--- src/rtl/prime_burst_gen_if.sv ---
// rtl/prime_burst_gen_if.sv - control and status bundle for prime_burst_gen
interface prime_burst_gen_if #(
  parameter int CNT_WIDTH = 32
);
  logic                 enable;
  logic                 start;
  logic                 prime_seq;
  logic [CNT_WIDTH-1:0] prime_seq_cnt;
  logic [5:0]           cur_prime;
  logic                 busy;
  logic                 seq_done;

  modport master (
    output enable, start,
    input  prime_seq, prime_seq_cnt, cur_prime, busy, seq_done
  );

  modport slave (
    input  enable, start,
    output prime_seq, prime_seq_cnt, cur_prime, busy, seq_done
  );
endinterface

--- src/rtl/prime_burst_gen.sv ---
// rtl/prime_burst_gen.sv - prime-count pulse burst generator with programmable timing
module prime_burst_gen #(
  parameter logic [31:0] PULSE_LEN          = 32'd8339394,
  parameter logic [31:0] INTER_PRIME_GAP    = 32'd16666500,
  parameter logic [31:0] INTER_SEQUENCE_GAP = 32'd33333000,
  parameter int          NUM_PRIMES         = 5,
  parameter int          CNT_WIDTH          = 32,
  parameter bit          CONTINUOUS         = 1'b1
) (
  input  logic            clk,
  input  logic            rst,
  prime_burst_gen_if.slave bus
);

  if (NUM_PRIMES < 1 || NUM_PRIMES > 16 || PULSE_LEN == 32'd0 ||
      INTER_PRIME_GAP == 32'd0 || INTER_SEQUENCE_GAP == 32'd0) begin : g_param_check
    $error("prime_burst_gen: illegal parameter value");
  end

  localparam logic [3:0] LAST_PRIME = 4'(NUM_PRIMES - 1);

  typedef enum logic [2:0] {IDLE, PULSE_HI, PULSE_LO, PRIME_GAP, SEQ_GAP} state_t;

  state_t               state, state_nx;
  logic [31:0]          timer, timer_nx;
  logic [5:0]           pulse_idx, pulse_idx_nx;
  logic [3:0]           prime_idx, prime_idx_nx;
  logic [CNT_WIDTH-1:0] cnt_q, cnt_nx;
  logic                 done_nx;
  logic                 seq_q, busy_q, done_q;
  logic [5:0]           cur_q;
  logic                 launch;
  logic                 last_pulse;

  function automatic logic [5:0] prime_rom(input logic [3:0] idx);
    case (idx)
      4'd0:    return 6'd2;
      4'd1:    return 6'd3;
      4'd2:    return 6'd5;
      4'd3:    return 6'd7;
      4'd4:    return 6'd11;
      4'd5:    return 6'd13;
      4'd6:    return 6'd17;
      4'd7:    return 6'd19;
      4'd8:    return 6'd23;
      4'd9:    return 6'd29;
      4'd10:   return 6'd31;
      4'd11:   return 6'd37;
      4'd12:   return 6'd41;
      4'd13:   return 6'd43;
      4'd14:   return 6'd47;
      default: return 6'd53;
    endcase
  endfunction

  assign launch     = CONTINUOUS ? bus.enable : (bus.enable && bus.start);
  assign last_pulse = (pulse_idx == prime_rom(prime_idx) - 6'd1);

  always_comb begin
    state_nx     = state;
    timer_nx     = timer + 32'd1;
    pulse_idx_nx = pulse_idx;
    prime_idx_nx = prime_idx;
    cnt_nx       = cnt_q;
    done_nx      = 1'b0;
    case (state)
      IDLE: begin
        timer_nx = '0;
        if (launch) begin
          state_nx     = PULSE_HI;
          pulse_idx_nx = '0;
          prime_idx_nx = '0;
        end
      end
      PULSE_HI: begin
        if (timer == PULSE_LEN - 32'd1) begin
          timer_nx = '0;
          // The final pulse of a burst skips its low half and goes straight to a gap
          if (!last_pulse) begin
            state_nx = PULSE_LO;
          end else if (prime_idx == LAST_PRIME) begin
            state_nx = SEQ_GAP;
            done_nx  = 1'b1;
            cnt_nx   = cnt_q + CNT_WIDTH'(1);
          end else begin
            state_nx = PRIME_GAP;
          end
        end
      end
      PULSE_LO: begin
        if (timer == PULSE_LEN - 32'd1) begin
          timer_nx     = '0;
          state_nx     = PULSE_HI;
          pulse_idx_nx = pulse_idx + 6'd1;
        end
      end
      PRIME_GAP: begin
        if (timer == INTER_PRIME_GAP - 32'd1) begin
          timer_nx     = '0;
          state_nx     = PULSE_HI;
          pulse_idx_nx = '0;
          prime_idx_nx = prime_idx + 4'd1;
        end
      end
      SEQ_GAP: begin
        if (timer == INTER_SEQUENCE_GAP - 32'd1) begin
          timer_nx     = '0;
          pulse_idx_nx = '0;
          prime_idx_nx = '0;
          state_nx     = (CONTINUOUS && bus.enable) ? PULSE_HI : IDLE;
        end
      end
      default: begin
        state_nx = IDLE;
        timer_nx = '0;
      end
    endcase
  end

  // Outputs are registered from the next-state decode so they align with the state
  always_ff @(posedge clk) begin
    if (rst) begin
      state     <= IDLE;
      timer     <= '0;
      pulse_idx <= '0;
      prime_idx <= '0;
      cnt_q     <= '0;
      seq_q     <= 1'b0;
      busy_q    <= 1'b0;
      done_q    <= 1'b0;
      cur_q     <= '0;
    end else begin
      state     <= state_nx;
      timer     <= timer_nx;
      pulse_idx <= pulse_idx_nx;
      prime_idx <= prime_idx_nx;
      cnt_q     <= cnt_nx;
      seq_q     <= (state_nx == PULSE_HI);
      busy_q    <= (state_nx != IDLE);
      done_q    <= done_nx;
      cur_q     <= (state_nx == IDLE) ? 6'd0 : prime_rom(prime_idx_nx);
    end
  end

  assign bus.prime_seq     = seq_q;
  assign bus.prime_seq_cnt = cnt_q;
  assign bus.cur_prime     = cur_q;
  assign bus.busy          = busy_q;
  assign bus.seq_done      = done_q;

endmodule
--- src/flat_wrapper.sv ---
// flat-port wrapper written by rule: the top's interface ports become plain ports
module prime_burst_gen_flat 
#(
  parameter logic [31:0] PULSE_LEN          = 32'd8339394,
  parameter logic [31:0] INTER_PRIME_GAP    = 32'd16666500,
  parameter logic [31:0] INTER_SEQUENCE_GAP = 32'd33333000,
  parameter int          NUM_PRIMES         = 5,
  parameter int          CNT_WIDTH          = 32,
  parameter bit          CONTINUOUS         = 1'b1
)
  (clk, rst, bus_enable, bus_start, bus_prime_seq, bus_prime_seq_cnt, bus_cur_prime, bus_busy, bus_seq_done);
  prime_burst_gen_if #(.CNT_WIDTH(CNT_WIDTH)) bus_i ();
  input  logic clk;
  input  logic rst;
  input wire logic [$bits(bus_i.enable)-1:0] bus_enable;
  input wire logic [$bits(bus_i.start)-1:0] bus_start;
  output wire logic [$bits(bus_i.prime_seq)-1:0] bus_prime_seq;
  output wire logic [$bits(bus_i.prime_seq_cnt)-1:0] bus_prime_seq_cnt;
  output wire logic [$bits(bus_i.cur_prime)-1:0] bus_cur_prime;
  output wire logic [$bits(bus_i.busy)-1:0] bus_busy;
  output wire logic [$bits(bus_i.seq_done)-1:0] bus_seq_done;
  assign bus_i.enable = bus_enable;
  assign bus_i.start = bus_start;
  assign bus_prime_seq = bus_i.prime_seq;
  assign bus_prime_seq_cnt = bus_i.prime_seq_cnt;
  assign bus_cur_prime = bus_i.cur_prime;
  assign bus_busy = bus_i.busy;
  assign bus_seq_done = bus_i.seq_done;
  prime_burst_gen #(.PULSE_LEN(PULSE_LEN), .INTER_PRIME_GAP(INTER_PRIME_GAP), .INTER_SEQUENCE_GAP(INTER_SEQUENCE_GAP), .NUM_PRIMES(NUM_PRIMES), .CNT_WIDTH(CNT_WIDTH), .CONTINUOUS(CONTINUOUS)) u_core (.clk(clk), .rst(rst), .bus(bus_i));
endmodule
--- config.mk ---
export PLATFORM = sky130hd
export DESIGN_NAME = prime_burst_gen_flat
export DESIGN_NICKNAME = d
export VERILOG_FILES = /design/src/rtl/prime_burst_gen_if.sv /design/src/rtl/prime_burst_gen.sv /design/src/flat_wrapper.sv
export SDC_FILE = /design/constraint.sdc
export NUM_CORES = 1
export LEC_CHECK = 0
export ABC_AREA = 1
export CORE_AREA = 8 8 129 131
export CTS_BUF_LIST = sky130_fd_sc_hd__clkbuf_16
export DETAILED_ROUTE_END_ITERATION = 12
export DIE_AREA = 0 0 137 139
export SLEW_MARGIN = 25
export SYNTH_ARGS = -nofsm -noshare
export SYNTH_HDL_FRONTEND = slang
export SYNTH_SLANG_ARGS = --single-unit
--- constraint.sdc ---
create_clock -name clk -period 2.4 [get_ports clk]
set_clock_uncertainty 0.05 [all_clocks]
set_input_delay 0.24 -clock clk [delete_from_list [all_inputs] [get_ports clk]]
set_output_delay 0.24 -clock clk [all_outputs]
set_load 0.01 [all_outputs]
==> flow_metrics.py <==
metrics = {
    "die": {
        "start_util_pct": 38.9,
        "die_w_um": 137,
        "num_io_pins": 45,
        "dieArea_sq_um": 19000,
        "coreArea_sq_um": 14800,
        "die_y_um": 139,
        "num_rows": 45,
    },
    "job": {
        "maxCapViolCount": 0,
    },
    "critical_path": {
        "cp-start-kind": "flip-flop",
        "worstPathRequired_ns": 2.59,
        "cp-end-kind": "flip-flop",
        "crit_type": "reg2reg",
        "worstPathArrival_ns": 2.40,
        "cp_max_fo": 5,
    },
    "finish": {
        "postLayoutCoreUtil_pct": 46.9,
        "finalNetCount": 958,
        "syn_to_final_growth_pct": 20.5,
        "drive_gt1_share_pct": 14.1,
        "final_area_sq_um": 6920,
        "antenna_cells": 0,
    },
    "place": {
        "post-place-ws_ns": 0.0208,
        "place_congestion": 0.879,
        "portBuffers": 43,
        "dp_hpwl_um": 11500,
        "dpl-instance-area_sq_um": 6470,
    },
    "route": {
        "detail_route.wl_per_cell_um": 12.9,
        "first_pass_iters": 5,
        "avgViaCountPerCell": 4.84,
        "dr_total_vias": 5478,
        "drc": 0,
        "totalWireLength_um": 14600,
        "antenna_left": 0,
        "dr.first_iter.drc_count": 375,
    },
    "power": {
        "vdd_ir_drop_max_mv": 0.320,
        "powerDensity_nw_per_um2": 458,
        "leakage_nw": 2.69,
    },
    "clocking": {
        "cts.sinks": 92,
        "clock-root-buffer": "clkbuf_16",
        "clk_latency_ns": 0.35,
        "cts_tree": "built",
        "clkSlewWorstSetupHoldPaths_ns": 0.07,
        "hold_buffers": 0,
        "numCtsBuffers": 9,
        "htree_levels": 3,
        "clock_path_buffers": 2,
    },
    "synth": {
        "synth_cell_types": 40,
        "synthTopCellsByArea": "dfxtp_1 (32%), nand2_1 (15%), nor2_1 (8.0%)",
        "synth_top_area_share_pct": 32.1,
        "synth_seq_area_share_pct": 32.1,
        "synth-edff-count": 0,
        "netlist_area_sq_um": 5740,
        "syn_inst": 872,
        "ys.warnings.count": 0,
        "synthFlopType": "dfxtp_1",
        "synth_seq_cells": 92,
        "syn_nets": 892,
        "async_reset_ff_share_pct": 0,
        "avgSynthCellArea_sq_um": 6.58,
        "synth_top_area_cell": "dfxtp_1",
    },
    "min_path": {
        "min_path_type": "reg2reg",
    },
    "global_route": {
        "grt_pass1_wl_um": 24600,
        "grt_overflow": 0,
        "grt_pass1_vias": 5061,
        "grt_max_degree": 34,
        "antenna_found_initial": 0,
        "grt_use_total_pct": 15.8,
    },
    "sta": {
        "period_needed_ns": 2.21,
        "worst_slack_ns": 0.191,
        "setup_viol": 0,
        "drv_slew": 0,
        "holdWs_ns": 0.436,
        "fmax_mhz": 453,
        "tightest_slew_ns": 0.514,
        "max_slew_margin_pct": 65.5,
        "rsz0062_at_grt": "yes",
        "min_period_over_period_pct": 92.0,
        "finalHoldViolations": 0,
        "tns_ns": 0,
    },
    "status": {
        "status": "finished, final reports clean",
    },
}
[registers in the layout, summed over array words and instances (netlist names), named ones only]
name	count
u_core.bus.busy	1
u_core.bus.cur_prime	6
u_core.bus.prime_seq	1
u_core.bus.prime_seq_cnt	32
u_core.bus.seq_done	1
u_core.prime_idx	4
u_core.pulse_idx	6
u_core.state	3
u_core.timer	32
[timing repair]
action	CTS	global route
gates resized for setup	0	31
endpoints found under the setup margin	0	9
buffers inserted	0	10
[cell type report]
| class | instances | area, sq um |
|---|---|---|
| inverters | 114 | 428 |
| clock buffers | 9 | 225 |
| repair buffers | 69 | 638 |
| well taps | 188 | 235 |
| multi-input cells | 652 | 3450 |
| fillers | 1548 | 7840 |
| clock inverters | 7 | 86.3 |
| flip-flops and latches | 92 | 1850 |
[critical path: stages (launching register included)]
cell and delay, ns:
dfxtp_2 0.35, inv_1 0.07, nand2_1 0.06, nor2_1 0.13, nand2_2 0.11, nor2_4 0.17, nand2_4 0.08, nand2_4 0.08
nand3_2 0.10, nand2_2 0.09, nand2_4 0.08, nand2_4 0.08, inv_1 0.08, ha_1 0.28, inv_1 0.05, o211ai_1 0.16
o21ai_1 0.08
[synth_stat cells, types with 7 or more instances]
master,count
nor4_1,10
nand2_1,227
nor2_1,122
nand2_2,15
nand4_1,25
buf_2,7
a21oi_1,37
nand3_1,50
xnor2_1,8
nor2_2,7
inv_1,102
nor3_1,45
ha_1,16
inv_2,11
nor2_4,7
dfxtp_1,92
xor2_1,38
[metrics by stage]
stage / std cells / power [mW]
6_report: 1131 / 3.17
5_1_grt: 1131 / 3.28
4_1_cts: 1121 / 3.21
3_5_place_dp: 1105 / 1.69
3_3_place_gp: 1105 / 1.68
2_1_floorplan: 872 / 1.65
[report_power, final]
part           internal [mW]  total, mW  switching, mW
logic                 0.0363      0.109         0.0728
clock network          0.834       1.52          0.687
registers               1.53       1.54        0.00626
[kinds of logic (layout without fill, tap and decap cells)]
kind of cell | after synthesis | after routing | share of synthesized area [%]
AOI/OAI and AO/OA | 61 | 61 | 6.06
xor gates and xnor gates | 46 | 46 | 7.02
adders and majority gates | 16 | 16 | 3.49
buffers and inverters | 128 | 199 | 8.66
DFF | 92 | 92 | 32.1
and+or+nand+nor | 529 | 529 | 42.7
[path summary, 6_finish.rpt]
check	startpoint	end	slack (ns)	depth (start not counted)
min	u_core.pulse_idx[5]	u_core.pulse_idx[5]	0.44	2
min reg2reg	u_core.pulse_idx[5]	u_core.pulse_idx[5]	0.44	2
max reg2reg	u_core.timer[27]	flip-flop	0.19	16
max	u_core.timer[27]	flip-flop	0.19	16
[per-layer routing]
layer / GRT usage (%) / share of wire (%)
met1: 20.7 / 49
met2: 25.6 / 47
met3: 2.07 / 2.6
met4: 5.61 / 1.4
met5: 0 / 0
[layout by cell type, fill, tap and decap left out, types with 3 or more instances in the layout]
master	count
xnor2_1	8
nand3_1	50
ha_1	15
clkbuf_16	9
nor2_1	118
dfxtp_2	10
a21oi_1	37
nand3_4	3
nor2_4	7
nand2_2	18
inv_1	95
o21ai_1	5
nand4_1	25
xor2_1	38
nand3_2	5
o21ai_0	6
inv_6	3
a21oi_2	5
clkdlybuf4s50_1	43
buf_4	25
nor4_1	10
nand2_1	222
nor2_2	11
inv_2	18
nor3_1	44
nand2_4	7
dfxtp_1	82
Note: power is estimated with default switching activity, not from simulation.
